[src/rtl/bomb_fuse_engine.sv]
`timescale 1ns/1ps
`default_nettype none
// ============================================================================
// Module      : bomb_fuse_engine
// Description : Bomb manager between the character controller and the
//               display/score stages. Accepts bomb placements, runs per-slot
//               fuse/blast timers on a 1 Hz tick, applies blast damage to
//               both players, derives the game state and answers registered
//               per-cell bomb/blast queries for the renderer.
// Ports       : clk, reset_sw (async, active-high)
//               i_tick_1hz                  1 Hz one-clk pulse
//               i_place_req/_owner/_x/_y    placement request
//               i_pa_x/_y, i_pb_x/_y        player cells
//               i_query_x/_y                renderer query cell
//               o_place_ack/_nack           placement result pulse
//               o_q_bomb/o_q_blast          query result (1-cycle latency)
//               o_health_a/_b, o_hit_a/_b   health values and loss pulses
//               o_game_state                0 play, 1 A wins, 2 B wins, 3 draw
// Config      : CHAIN_REACTION_EN - armed bombs inside an existing blast
//               detonate on the next tick regardless of their fuse count.
// Revision    : 1.0 - initial release
// ============================================================================
module bomb_fuse_engine #(
    parameter int MAX_BOMBS    = 4,
    parameter int FUSE_TICKS   = 3,
    parameter int BLAST_TICKS  = 1,
    parameter int BLAST_RADIUS = 2
) (
    input  logic       clk,
    input  logic       reset_sw,
    input  logic       i_tick_1hz,
    input  logic       i_place_req,
    input  logic       i_place_owner,
    input  logic [3:0] i_place_x,
    input  logic [3:0] i_place_y,
    input  logic [3:0] i_pa_x,
    input  logic [3:0] i_pa_y,
    input  logic [3:0] i_pb_x,
    input  logic [3:0] i_pb_y,
    input  logic [3:0] i_query_x,
    input  logic [3:0] i_query_y,
    output logic       o_place_ack,
    output logic       o_place_nack,
    output logic       o_q_bomb,
    output logic       o_q_blast,
    output logic [1:0] o_health_a,
    output logic [1:0] o_health_b,
    output logic       o_hit_a,
    output logic       o_hit_b,
    output logic [1:0] o_game_state
);

    localparam int         c_IDX_W    = (MAX_BOMBS > 1) ? $clog2(MAX_BOMBS) : 1;
    localparam logic [2:0] c_FUSE     = 3'(FUSE_TICKS);
    localparam logic [2:0] c_BLAST    = 3'(BLAST_TICKS);
    localparam logic [4:0] c_RADIUS   = 5'(BLAST_RADIUS);
    localparam logic [3:0] c_CELL_MAX = 4'd9;
    localparam logic [3:0] c_PLACE_LO = 4'd1;
    localparam logic [3:0] c_PLACE_HI = 4'd8;

    typedef enum logic [1:0] {
        S_FREE  = 2'd0,
        S_ARMED = 2'd1,
        S_BLAST = 2'd2
    } slot_state_t;

    // Slot records
    slot_state_t          r_state [MAX_BOMBS];
    logic [2:0]           r_cnt   [MAX_BOMBS];
    logic [3:0]           r_x     [MAX_BOMBS];
    logic [3:0]           r_y     [MAX_BOMBS];
    logic [MAX_BOMBS-1:0] r_owner;

    // Control / output registers
    logic       r_ack, r_nack, r_tick_d1;
    logic [1:0] r_health_a, r_health_b, r_game_state;
    logic       r_hit_a, r_hit_b, r_q_bomb, r_q_blast;

    // Combinational
    slot_state_t          w_state_nxt [MAX_BOMBS];
    logic [2:0]           w_cnt_nxt   [MAX_BOMBS];
    logic [MAX_BOMBS-1:0] w_chain;
    logic [c_IDX_W-1:0]   w_free_idx;
    logic                 w_free_found, w_dup, w_coord_ok, w_accept;
    logic                 w_playing, w_tick;
    logic                 w_in_a, w_in_b, w_dmg_a, w_dmg_b;
    logic [1:0]           w_health_a_nxt, w_health_b_nxt;
    logic                 w_q_bomb, w_q_blast;
    logic                 w_unused_owner;

    // Cross-shaped blast membership. Cells beyond 9 do not exist, so they
    // are never inside a blast even if the arithmetic would reach them.
    function automatic logic f_in_blast(input logic [3:0] sx, input logic [3:0] sy,
                                        input logic [3:0] cx, input logic [3:0] cy);
        logic [3:0] dx;
        logic [3:0] dy;
        dx = (cx >= sx) ? (cx - sx) : (sx - cx);
        dy = (cy >= sy) ? (cy - sy) : (sy - cy);
        return (cx <= c_CELL_MAX) && (cy <= c_CELL_MAX) &&
               (((cy == sy) && ({1'b0, dx} <= c_RADIUS)) ||
                ((cx == sx) && ({1'b0, dy} <= c_RADIUS)));
    endfunction

    assign w_playing = (r_game_state == 2'd0);
    // A finished game freezes every slot.
    assign w_tick    = i_tick_1hz & w_playing;

    // Placement decision against the registered slot table; a slot that is
    // freed by a coincident tick only becomes available on the next request.
    always_comb begin
        w_free_found = 1'b0;
        w_free_idx   = '0;
        w_dup        = 1'b0;
        for (int i = MAX_BOMBS - 1; i >= 0; i--) begin
            if (r_state[i] == S_FREE) begin
                w_free_found = 1'b1;
                w_free_idx   = c_IDX_W'(i);
            end else if ((r_x[i] == i_place_x) && (r_y[i] == i_place_y)) begin
                w_dup = 1'b1;
            end
        end
        w_coord_ok = (i_place_x >= c_PLACE_LO) && (i_place_x <= c_PLACE_HI) &&
                     (i_place_y >= c_PLACE_LO) && (i_place_y <= c_PLACE_HI);
        w_accept   = i_place_req & w_playing & w_free_found & ~w_dup & w_coord_ok;
    end

`ifdef CHAIN_REACTION_EN
    // Only slots already in BLAST before this tick can ignite a neighbour,
    // so a chain advances one hop per tick.
    always_comb begin
        w_chain = '0;
        for (int i = 0; i < MAX_BOMBS; i++) begin
            for (int j = 0; j < MAX_BOMBS; j++) begin
                if ((r_state[j] == S_BLAST) &&
                    f_in_blast(r_x[j], r_y[j], r_x[i], r_y[i])) begin
                    w_chain[i] = 1'b1;
                end
            end
        end
    end
`else
    always_comb begin
        w_chain = '0;
    end
`endif

    // Per-slot FSM next state
    always_comb begin
        for (int i = 0; i < MAX_BOMBS; i++) begin
            w_state_nxt[i] = r_state[i];
            w_cnt_nxt[i]   = r_cnt[i];
            if (w_tick) begin
                case (r_state[i])
                    S_ARMED: begin
                        if (w_chain[i] || (r_cnt[i] <= 3'd1)) begin
                            w_state_nxt[i] = S_BLAST;
                            w_cnt_nxt[i]   = c_BLAST;
                        end else begin
                            w_cnt_nxt[i]   = r_cnt[i] - 3'd1;
                        end
                    end
                    S_BLAST: begin
                        if (r_cnt[i] <= 3'd1) begin
                            w_state_nxt[i] = S_FREE;
                            w_cnt_nxt[i]   = 3'd0;
                        end else begin
                            w_cnt_nxt[i]   = r_cnt[i] - 3'd1;
                        end
                    end
                    default: ;
                endcase
            end
            // The chosen slot is FREE, so the tick above never touched it.
            if (w_accept && (w_free_idx == c_IDX_W'(i))) begin
                w_state_nxt[i] = S_ARMED;
                w_cnt_nxt[i]   = c_FUSE;
            end
        end
    end

    // Damage and query evaluation from the registered slot table
    always_comb begin
        w_in_a    = 1'b0;
        w_in_b    = 1'b0;
        w_q_bomb  = 1'b0;
        w_q_blast = 1'b0;
        for (int i = 0; i < MAX_BOMBS; i++) begin
            if (r_state[i] == S_BLAST) begin
                if (f_in_blast(r_x[i], r_y[i], i_pa_x, i_pa_y))       w_in_a    = 1'b1;
                if (f_in_blast(r_x[i], r_y[i], i_pb_x, i_pb_y))       w_in_b    = 1'b1;
                if (f_in_blast(r_x[i], r_y[i], i_query_x, i_query_y)) w_q_blast = 1'b1;
            end
            if ((r_state[i] == S_ARMED) && (r_x[i] == i_query_x) && (r_y[i] == i_query_y)) begin
                w_q_bomb = 1'b1;
            end
        end
        // Overlapping blasts still cost only one point per tick.
        w_dmg_a        = r_tick_d1 & w_playing & w_in_a & (r_health_a != 2'd0);
        w_dmg_b        = r_tick_d1 & w_playing & w_in_b & (r_health_b != 2'd0);
        w_health_a_nxt = r_health_a - {1'b0, w_dmg_a};
        w_health_b_nxt = r_health_b - {1'b0, w_dmg_b};
    end

    // Owner is kept per slot for downstream scoring; nothing here consumes it.
    assign w_unused_owner = ^r_owner;

    always_ff @(posedge clk or posedge reset_sw) begin
        if (reset_sw) begin
            for (int i = 0; i < MAX_BOMBS; i++) begin
                r_state[i] <= S_FREE;
                r_cnt[i]   <= 3'd0;
                r_x[i]     <= 4'd0;
                r_y[i]     <= 4'd0;
            end
            r_owner <= '0;
        end else begin
            for (int i = 0; i < MAX_BOMBS; i++) begin
                r_state[i] <= w_state_nxt[i];
                r_cnt[i]   <= w_cnt_nxt[i];
            end
            if (w_accept) begin
                r_x[w_free_idx]     <= i_place_x;
                r_y[w_free_idx]     <= i_place_y;
                r_owner[w_free_idx] <= i_place_owner;
            end
        end
    end

    always_ff @(posedge clk or posedge reset_sw) begin
        if (reset_sw) begin
            r_ack        <= 1'b0;
            r_nack       <= 1'b0;
            r_tick_d1    <= 1'b0;
            r_health_a   <= 2'd3;
            r_health_b   <= 2'd3;
            r_hit_a      <= 1'b0;
            r_hit_b      <= 1'b0;
            r_game_state <= 2'd0;
            r_q_bomb     <= 1'b0;
            r_q_blast    <= 1'b0;
        end else begin
            r_ack      <= w_accept;
            r_nack     <= i_place_req & ~w_accept;
            // Damage edge is one cycle after the tick so it sees post-tick slots.
            r_tick_d1  <= w_tick;
            r_health_a <= w_health_a_nxt;
            r_health_b <= w_health_b_nxt;
            r_hit_a    <= w_dmg_a;
            r_hit_b    <= w_dmg_b;
            r_q_bomb   <= w_q_bomb;
            r_q_blast  <= w_q_blast;
            if (r_tick_d1 && w_playing) begin
                case ({(w_health_a_nxt == 2'd0), (w_health_b_nxt == 2'd0)})
                    2'b11:   r_game_state <= 2'd3;
                    2'b01:   r_game_state <= 2'd1;
                    2'b10:   r_game_state <= 2'd2;
                    default: r_game_state <= 2'd0;
                endcase
            end
        end
    end

    assign o_place_ack  = r_ack;
    assign o_place_nack = r_nack;
    assign o_q_bomb     = r_q_bomb;
    assign o_q_blast    = r_q_blast;
    assign o_health_a   = r_health_a;
    assign o_health_b   = r_health_b;
    assign o_hit_a      = r_hit_a;
    assign o_hit_b      = r_hit_b;
    assign o_game_state = r_game_state;

endmodule
`default_nettype wire

[config.mk]
export PLATFORM = sky130hd
export DESIGN_NAME = bomb_fuse_engine
export DESIGN_NICKNAME = d
export VERILOG_FILES = /design/src/rtl/bomb_fuse_engine.sv
export SDC_FILE = /design/constraint.sdc
export NUM_CORES = 1
export LEC_CHECK = 0
export ABC_AREA = 1
export ABC_CLOCK_PERIOD_IN_PS = 3400
export CORE_ASPECT_RATIO = 1.5
export CORE_MARGIN = 3
export CORE_UTILIZATION = 60
export DETAILED_ROUTE_END_ITERATION = 7
export PLACE_DENSITY_LB_ADDON = 0.1
export SYNTH_ARGS = -nofsm -noshare
export SYNTH_HDL_FRONTEND = slang
export SYNTH_SLANG_ARGS = --single-unit
[constraint.sdc]
create_clock -name clk -period 3.4 [get_ports clk]
set_input_delay 0.34 -clock clk [delete_from_list [all_inputs] [get_ports clk]]
set_output_delay 0.34 -clock clk [all_outputs]
set_load 0.005 [all_outputs]
# After elaboration in Yosys (flattened, before gate mapping)
# Cells that the tools add are included.
dict set report classes {
  n_eq_ne 62
  bitwise 14
  reduce_logical 98
  mux 113
  n_addsub 54
  n_lt_le_gt_ge 64
}
# operator count
set ops {}
lappend ops {{subtractor 4 bit} 48}
lappend ops {{== test 4 bit} 40}
lappend ops {{2-to-1 mux 4 bit} 25}
lappend ops {{greater-or-equal comparator 4 bit} 24}
lappend ops {{<= comparator 4 x 2 -> 1 bit (second input constant)} 24}
lappend ops {{logical AND 1 bit} 60}
lappend ops {{2-to-1 mux 3 bit} 16}
lappend ops {{2-to-1 mux 1 bit} 40}
lappend ops {{2-to-1 mux 2 bit} 20}
lappend ops {{bitwise mux 16 bit} 2}
lappend ops {{<= comparator 4 bit (second input constant)} 8}
lappend ops {{!= test 3 bit (second input constant)} 8}
lappend ops {{case mux 3 bit (2 select lines)} 4}
lappend ops {{== test 2 bit (second input constant)} 8}
lappend ops {{logical NOT 2 bit} 8}
lappend ops {{case mux 2 bit (2 select lines)} 4}
lappend ops {{AND reduction 4 bit} 4}
lappend ops {{== test 2 x 1 -> 1 bit (second input constant)} 6}
lappend ops {{<= comparator 3 x 1 -> 1 bit (second input constant)} 4}
lappend ops {{logical OR 1 bit} 12}
lappend ops {{nonzero test 2 bit} 6}
lappend ops {{nonzero test 3 bit} 4}
lappend ops {{subtractor 3 x 1 -> 3 bit (second input constant)} 4}
lappend ops {{AND 1 bit} 11}
lappend ops {{9 further kinds} 15}
dict set report totals {
  out_inout_bits 12
  in_bits 37
  elab_cells 431
  register_bits 65
}

# Longest topological paths before layout
# Gate-level depths: netlist (run 1).
dict set report depth {
  ltp_word 20
  ltp_mapped 20
  mapped_depth_nobuf 20
}

# Worst setup path after synthesis (run 1)
# No wires, ideal clock.
dict set report synth_timing {
  path_type {reg-to-reg}
  from {reg r_x[8] (netlist bit)}
  to {reg r_game_state[1] (netlist: o_game_state[1])}
  required_time_ps 3305
  stages_incl_launch_ff 19
  setup_ps 95
  path_buffers 0
  slack_ps 906
  synth_period_minus_slack_ps 2494
  t_arrival_ps 2399
  cell_sequence {dfrtp_1 > ha_1 > fa_1 > inv_1 > nand3_1 > nand3_1 > nand2_1 > nand2_1 > nand2_1 > and2_1 > nand2_1 > nand2_1 > nand2_1 > nand2_1 > nor2_1 > nor2_1 > ha_1 > inv_1 > o31ai_1}
}
dict set report synth_between {
  elab_chain_len 18
  elab_cells_between_ends 44
  classes_between {add/sub: 6; order compare: 4; eq/ne: 5; mux: 15; bitwise: 4; reduce/logical: 10}
}
# element line_no
set synth_lines {}
lappend synth_lines {{from (decl)} 70} ;# logic [3:0] r_x [MAX_BOMBS];
lappend synth_lines {{from (signal, indexed assignment)} 222} ;# r_x[w_free_idx] <= i_place_x;
lappend synth_lines {{subtractor 4 bit or greater-or-equal comparator 4 bit (tied branches)} 97} ;# dx = (cx >= sx) ? (cx - sx) : (sx - cx);
lappend synth_lines {{2-to-1 mux 4 bit} 97}
lappend synth_lines {{<= comparator 4 x 2 -> 1 bit} 100} ;# (((cy == sy) && ({1'b0, dx} <= c_RADIUS)) ||
lappend synth_lines {{logical AND 1 bit} 100}
lappend synth_lines {{logical OR 1 bit *} 100}
lappend synth_lines {{logical AND 1 bit *} 99} ;# return (cx <= c_CELL_MAX) && (cy <= c_CELL_MAX) &&
lappend synth_lines {{2-to-1 mux 1 bit *} 189} ;# if (f_in_blast(r_x[i], r_y[i], i_pa_x, i_pa_y)) w_in_a = 1'b1;
lappend synth_lines {{2-to-1 mux 1 bit *} 188} ;# if (r_state[i] == S_BLAST) begin
lappend synth_lines {{[... 3 more ...]} n/a}
lappend synth_lines {{2-to-1 mux 1 bit *} 188}
lappend synth_lines {{AND 1 bit * (2 in series)} 198} ;# w_dmg_a = r_tick_d1 & w_playing & w_in_a & (r_health_a != 2'd0);
lappend synth_lines {{named net w_dmg_a} 86} ;# logic w_in_a, w_in_b, w_dmg_a, w_dmg_b;
lappend synth_lines {{subtractor 2 x 1 -> 2 bit *} 200} ;# w_health_a_nxt = r_health_a - {1'b0, w_dmg_a};
lappend synth_lines {{named net w_health_a_nxt[0]} 87} ;# logic [1:0] w_health_a_nxt, w_health_b_nxt;
lappend synth_lines {{logical NOT 2 bit *} 253} ;# case ({(w_health_a_nxt == 2'd0), (w_health_b_nxt == 2'd0)})
lappend synth_lines {{== test 2 bit or == test 2 x 1 -> 1 bit (tied branches)} 253}
lappend synth_lines {{case mux 2 bit (3 select lines) *} 253}
lappend synth_lines {{to (signal assigned)} 254} ;# 2'b11: r_game_state <= 2'd3;
lappend synth_lines {{to (signal assigned)} 255} ;# 2'b01: r_game_state <= 2'd1;
lappend synth_lines {{to (signal assigned)} 256} ;# 2'b10: r_game_state <= 2'd2;
lappend synth_lines {{to (decl)} 76} ;# logic [1:0] r_health_a, r_health_b, r_game_state;
# Mark *: on every way through the listed nets, which the timed path passes. The rest lies on a longest branch.
# A chain may end at the register's enable or synchronous reset.

# Worst setup path in the final report (run 1)
dict set report layout_timing {
  from {reg r_x[8] (netlist bit)}
  to {reg r_game_state[0] (netlist: o_game_state[0])}
}
dict set report layout_between {
  elab_chain_len 18
  elab_cells_between_ends 44
  classes_between {add/sub: 6; order compare: 4; eq/ne: 5; mux: 15; bitwise: 4; reduce/logical: 10}
}
# element line_no
set layout_lines {}
lappend layout_lines {{subtractor 4 bit or greater-or-equal comparator 4 bit (tied branches)} 97}
lappend layout_lines {{2-to-1 mux 4 bit} 97}
lappend layout_lines {{<= comparator 4 x 2 -> 1 bit} 100}
lappend layout_lines {{logical AND 1 bit} 100}
lappend layout_lines {{logical OR 1 bit *} 100}
lappend layout_lines {{logical AND 1 bit *} 99}
lappend layout_lines {{2-to-1 mux 1 bit *} 190} ;# if (f_in_blast(r_x[i], r_y[i], i_pb_x, i_pb_y)) w_in_b = 1'b1;
lappend layout_lines {{2-to-1 mux 1 bit *} 188}
lappend layout_lines {{[... 3 more ...]} n/a}
lappend layout_lines {{2-to-1 mux 1 bit *} 188}
lappend layout_lines {{AND 1 bit * (2 in series)} 199} ;# w_dmg_b = r_tick_d1 & w_playing & w_in_b & (r_health_b != 2'd0);
lappend layout_lines {{named net w_dmg_b} 86}
lappend layout_lines {{subtractor 2 x 1 -> 2 bit *} 201} ;# w_health_b_nxt = r_health_b - {1'b0, w_dmg_b};
lappend layout_lines {{named net w_health_b_nxt[0]} 87}
lappend layout_lines {{logical NOT 2 bit *} 253}
lappend layout_lines {{== test 2 bit or == test 2 x 1 -> 1 bit (tied branches)} 253}
lappend layout_lines {{case mux 2 bit (3 select lines) *} 253}
# Marked as above.

==> reports/results.ini, run 1 <==
[run_status]
status=completed

[logic_synthesis]
yosys.area_share.simple_pct=37.3
seq_area_frac_synth_pct=14.3
synth-compound-area-share_pct=6.36
synthFlopType=dfrtp_1
synth-xor-area-share_pct=2.77
synthArstFlopShare_pct=100
synth_nets=2032
synth_top_family_by_area=simple AND/OR/NAND/NOR gates
synth_seq_cells=65
synth.cell_area_um2=11400
synth_area_per_cell_um2=6.43
synth-edff-count=0
synth_warnings=0
synth_fa_ha_area_share_pct=28.0
syn_inst=1769
synth_mux_area_share_pct=0
synth.distinct_cells=38

[die]
rows=61
die_area_um2=20700
initial_core_util_pct=61.3
io_pins=49
die-height_um=175
die_w_um=118
core_um2=18500

[power_and_ir_drop]
power_density_nw_per_um2=204
peakVddDrop_mv=0.333
p_leak_nw=7.33
p_total_mw=2.65

[setup_path]
end_kind=register
cp.arrival_ps=3380
path_class=reg -> reg
rrSetupSlack_ps=260
crit_fanout=6
reg2reg_from=r_x[8]
start_kind=register
rr_worst_depth=19
r2r_end=o_game_state[0]
cp_data_required_time_ps=3640

[detailed_routing]
dr.pass1.iters=8
wl_met1_um=13300
drc_errors=0
wl_met2_um=16000
top_layer_used=met4
drtIter0Drc=917
ant_nets=0
routedWlPerCell_um=16.0
dr_wl_met3_um=1940
vias=11800
finalWirelength_um=34000
post_drt_via_cell_ratio=5.53

[final_layout]
final_util_pct=70.0
num_antenna_cells=0
nets=2138
final_cells=2132
drive_gt1_share_pct=6.60
area_growth_pct=14.1

[grt]
globalRouteOverflowTotal=0
grt_pass1_vias=11600
grt_max_degree=51
antenna_found_initial=0
grt.total_usage_pct=33.5
grt_pass1_wl_um=56300

[place]
placed_cells=2116
io_buffers=47
gp_congestion=0.974
hpwl_um=27600

[clock_tree]
clk_pin_slew_ps=60
insertion_delay_ps=330
htree_levels=3
clock-root-buffer=clkbuf_16
numClockSinks=65
ctsHoldBuffers=0
cts_tree=built
cts.path.max_buffers=2
cts_made_buffers=9

[sta]
tightest_slew_ps=1060
finalMaxSlewViolations=0
fmax_ghz=0.318
timing.slew.headroom_pct=29.3
period_minus_slack_ps=3140
finalCritPeriodShare_pct=92.4
finClkSkew_ps=5.69
rsz0062_at_grt=false
setup_viol=0
hold_viol=0

[hold_path]
hold_end=o_game_state[1]
min_path_cells=2
hold_path.class=reg -> reg
min_from=o_game_state[1]

[job]
drv_cap=0

per-layer routing:
metal,GRT usage [%],vias to the layer above
li1,-,5828
met1,39.6,5378
met2,57.3,422
met3,3.72,153
met4,22.2,0
met5,0,-
flip-flops by register name (all words and copies together), names as in the netlist, 2 cells and up:
signal and flops:
o_health_b 2, o_game_state 2, r_x 16, o_health_a 2, r_y 16, r_cnt 12
r_state 8
worst max-delay path, cell delays in order, from the launching register on:
cell     delay (ps)
dfrtp_1         530
ha_1            290
fa_1            420
inv_1            90
nand3_1          60
nand3_1         140
nand2_1          90
nand2_1          70
nand2_1          40
and2_1          120
nand2_1          90
nand2_1          80
nand2_1          60
nand2_1          80
nor2_1          130
buf_4           150
nor2_1           50
ha_1            270
inv_1            50
o31ai_1         230
cells in the final DEF (no fill, tap or decap), types with 6 or more instances in the layout:
cell type,n
nand2_1,546
inv_1,294
ha_1,178
nand3_1,162
nor2_1,148
buf_4,77
dfrtp_1,61
nand4_1,59
fa_1,47
clkdlybuf4s50_1,47
a21oi_1,46
nand3b_1,35
o21ai_0,34
xnor2_1,25
o21ai_1,25
xor2_1,11
inv_2,10
o211ai_1,10
clkbuf_16,9
or2_2,7
and2_1,6
where the power goes:
part	leakage [nW]	internal (mW)	switching, mW
Sequential	0.819	0.775	0.000196
Clock	0.169	0.739	0.360
Combinational	6.34	0.308	0.471
Total	7.33	1.82	0.831
kinds of logic (layout without fill, tap and decap cells):
family                     Yosys count  after routing
xor gates and xnor gates            36             36
AOI/OAI and AO/OA                  130            130
buffers and inverters              334            445
adders and majority gates          226            226
and+or+nand+nor                    978            978
DFF                                 65             65
how the worst max path moves through the flow:
| stage | start | end | slack, ps | depth (start not counted) |
|---|---|---|---|---|
| 5_1_grt | r_x[9] | o_game_state[0] | 2 | 17 |
| 4_1_cts | r_x[9] | o_game_state[0] | 250 | 17 |
| 3_5_place_dp | i_pb_x[0] | o_game_state[0] | -90 | 22 |
| 6_report | r_x[8] | o_game_state[0] | 260 | 19 |
| 2_1_floorplan | r_x[8] | o_game_state[1] | 910 | 18 |
| 3_3_place_gp | i_pb_x[0] | o_game_state[0] | -6 | 21 |
synth_stat cells, drive strengths merged (10+ instances only):
library cell	n	area, µm²
o211ai	10	75.1
nand2	548	2060
inv	304	1140
nand3	164	831
xor2	11	96.3
dfrtp	61	1530
a21oi	46	230
nand4	59	369
o21ai	60	304
fa	48	961
xnor2	25	219
clkbuf	16	60.1
ha	178	2230
nor2	150	568
buf	14	75.1
nand3b	35	263
cell type report:
type,count,area (µm²)
multi-input cells,1370,8470
fillers,1686,5570
flip-flops and latches,65,1630
inverters,304,1140
repair buffers,125,1070
well taps,252,315
clock buffers,10,239
clock inverters,6,115
per-stage QoR:
stage	setup TNS, ps	cell area (µm²)	hold WS (ps)	setup WS (ps)
finish	0	13000	483	258
global placement	-6.18	12600	471	-6.18
CTS	0	13000	487	248
floorplan	0	11400	446	906
global route	0	13000	503	2.11
detailed placement	-94.2	12600	474	-90.0
repair_timing:
action,4_1_cts,5_1_grt
setup endpoints to repair,0,1
setup buffers,0,0
gates resized for setup,0,1
Note: power is estimated with default switching activity, not from simulation.
==> inputs of run 2 (changes only) <==
--- a/config.mk
+++ b/config.mk
@@ -15,3 +15,4 @@
 export SYNTH_ARGS = -nofsm -noshare
 export SYNTH_HDL_FRONTEND = slang
 export SYNTH_SLANG_ARGS = --single-unit
+export TNS_END_PERCENT = 5
==> results of run 2 <==
The final DEF is identical to that of run 1; final timing and power are the same.
==> inputs of run 3 (changes only) <==
--- a/config.mk
+++ b/config.mk
@@ -11,6 +11,7 @@
 export CORE_MARGIN = 3
 export CORE_UTILIZATION = 60
 export DETAILED_ROUTE_END_ITERATION = 7
+export GPL_ROUTABILITY_DRIVEN = 0
 export PLACE_DENSITY_LB_ADDON = 0.1
 export SYNTH_ARGS = -nofsm -noshare
 export SYNTH_HDL_FRONTEND = slang
==> run 3 against run 2 <==
Effect of this change: sequential power hardly changed; worst hold slack worse by 120 ps; sequential cell count stayed put; die area stayed put; clock skew is 3.6 ps higher; non-clock buffer count is 1 lower; critical path type unchanged; critical endpoint is now o_game_state[1]; highest routed layer unchanged.
==> reports/results.ini, run 3 (synthesized netlist as in run 1, its figures left out) <==
[final_layout]
multi_input_area_um2=8470
final_cells=2131
top_regs=r_x (16), r_y (16), r_cnt (12)
seqCellArea_um2=1630
area_growth_pct=13.2
num_antenna_cells=0
nets=2137
fin_area_um2=12900
drive_gt1_share_pct=6.39
nFillCells=1675
final_common_cell=nand2_1
layout_common_cells=nand2_1 (546), inv_1 (294), ha_1 (178)

[sta]
timing.slew.headroom_pct=46.6
setup_ws_ps=266
setup_viol=0
fmax_ghz=0.319
tightest_slew_ps=793
rsz0062_at_grt=false
period_minus_slack_ps=3130
finClkSkew_ps=9.29
finalMaxSlewViolations=0
whs_ps=366
hold_viol=0
finalCritPeriodShare_pct=92.2

[detailed_routing]
ant_nets=0
finalWirelength_um=33800
drtIter0Drc=808
vias=11700
routedWlPerCell_um=15.9
drc_errors=0
post_drt_via_cell_ratio=5.51
dr.pass1.iters=5

[clock_tree]
cts_tree=built
insertion_delay_ps=340
clk_pin_slew_ps=60
numClockSinks=65
cts.path.max_buffers=2
clock-root-buffer=clkbuf_16
htree_levels=3
cts_made_buffers=9
ctsResizeCount=0
ctsHoldBuffers=0
post_cts_buffers=0

[power_and_ir_drop]
p_total_mw=2.41
power_density_nw_per_um2=187
p_leak_nw=7.28
peakVddDrop_mv=0.184

[die]
core_um2=18500
rows=61
die_w_um=118
initial_core_util_pct=61.3
die_area_um2=20700
die-height_um=175
io_pins=49

[setup_path]
cp_cell_sequence=inv_1, ha_1, fa_1, xnor2_1, nand3_1, nand2_1, inv_1, nand4_1, nand2_1, nand2_1, nand2_1, nor2_1, buf_4, nor2_1, ha_1, inv_1, o31ai_1
crit_path_end=o_game_state[1]
cp_data_required_time_ps=3640
rrSetupSlack_ps=270
path_class=reg -> reg
end_kind=register
r2r_end=o_game_state[1]
crit_family=adder cells
cp.arrival_ps=3380
crit_fanout=5
rr_worst_depth=17
reg2reg_from=r_y[8]
start_kind=register
slowest_delay_ps=550
crit_path_frequent_cell=nand2_1
worst-path-buf-inv=4
crit_cells=17
crit_slowest_cell=dfrtp_1
startpoint=r_y[8]

[grt]
antenna_found_initial=0
grt_pass1_vias=11600
grt.total_usage_pct=33.2
globalRouteOverflowTotal=0
grt_max_degree=27
grt_pass1_wl_um=55800

[place]
io_buffers=47
place_ws_ps=-39.5
placed_cells=2115
hpwl_um=27600
placed_cell_area_um2=12600

[job]
drv_cap=0

[hold_path]
hold_path.class=in -> async

[run_status]
status=completed

run 3: changes by cell type in the layout (fill, tap and decap cells not counted), sizes merged:
cell,change
clkbuf,+2
clkinvlp,+1
bufinv,-3
buf,-1
run 3: layer usage:
layer,part of all wire [%],track usage (%),up-vias
met1,39,38.8,5350
met5,0,0,-
met3,5.6,3.53,145
met2,48,57.9,416
li1,-,-,5826
met4,7.8,21.2,0
run 3: worst min path at each step:
stage / end / slack, ps / startpoint / cells after the start
after global placement: o_game_state[1] / 470 / o_game_state[1] / 2
after CTS: r_cnt[9] / 380 / reset_sw / 2
after global routing: r_cnt[9] / 430 / reset_sw / 2
final: r_cnt[8] / 370 / reset_sw / 2
after detailed placement: o_game_state[1] / 480 / o_game_state[1] / 2
after floorplan: o_place_nack / 450 / i_place_req / 2
run 3: final cells by class:
type	count	area share (%)
multi-input combinational	1370	65.7
sequential	65	12.7
inverter	304	8.86
timing repair buffer	124	8.14
tap	252	2.45
clock buffer	12	1.91
clock inverter	4	0.223
run 3: report_power, final:
group / total, mW / internal (mW) / switching (mW)
registers: 0.775 / 0.775 / 0.000226
logic: 0.777 / 0.306 / 0.471
clock network: 0.854 / 0.513 / 0.341
total: 2.41 / 1.59 / 0.813
run 3: metrics by stage:
stage | util, % | setup TNS, ps
after detailed placement | 68.0 | -39.5
after floorplan | - | 0
after global placement | 68.0 | 0
after global routing | 69.4 | 0
after CTS | 69.4 | 0
final | 69.4 | 0
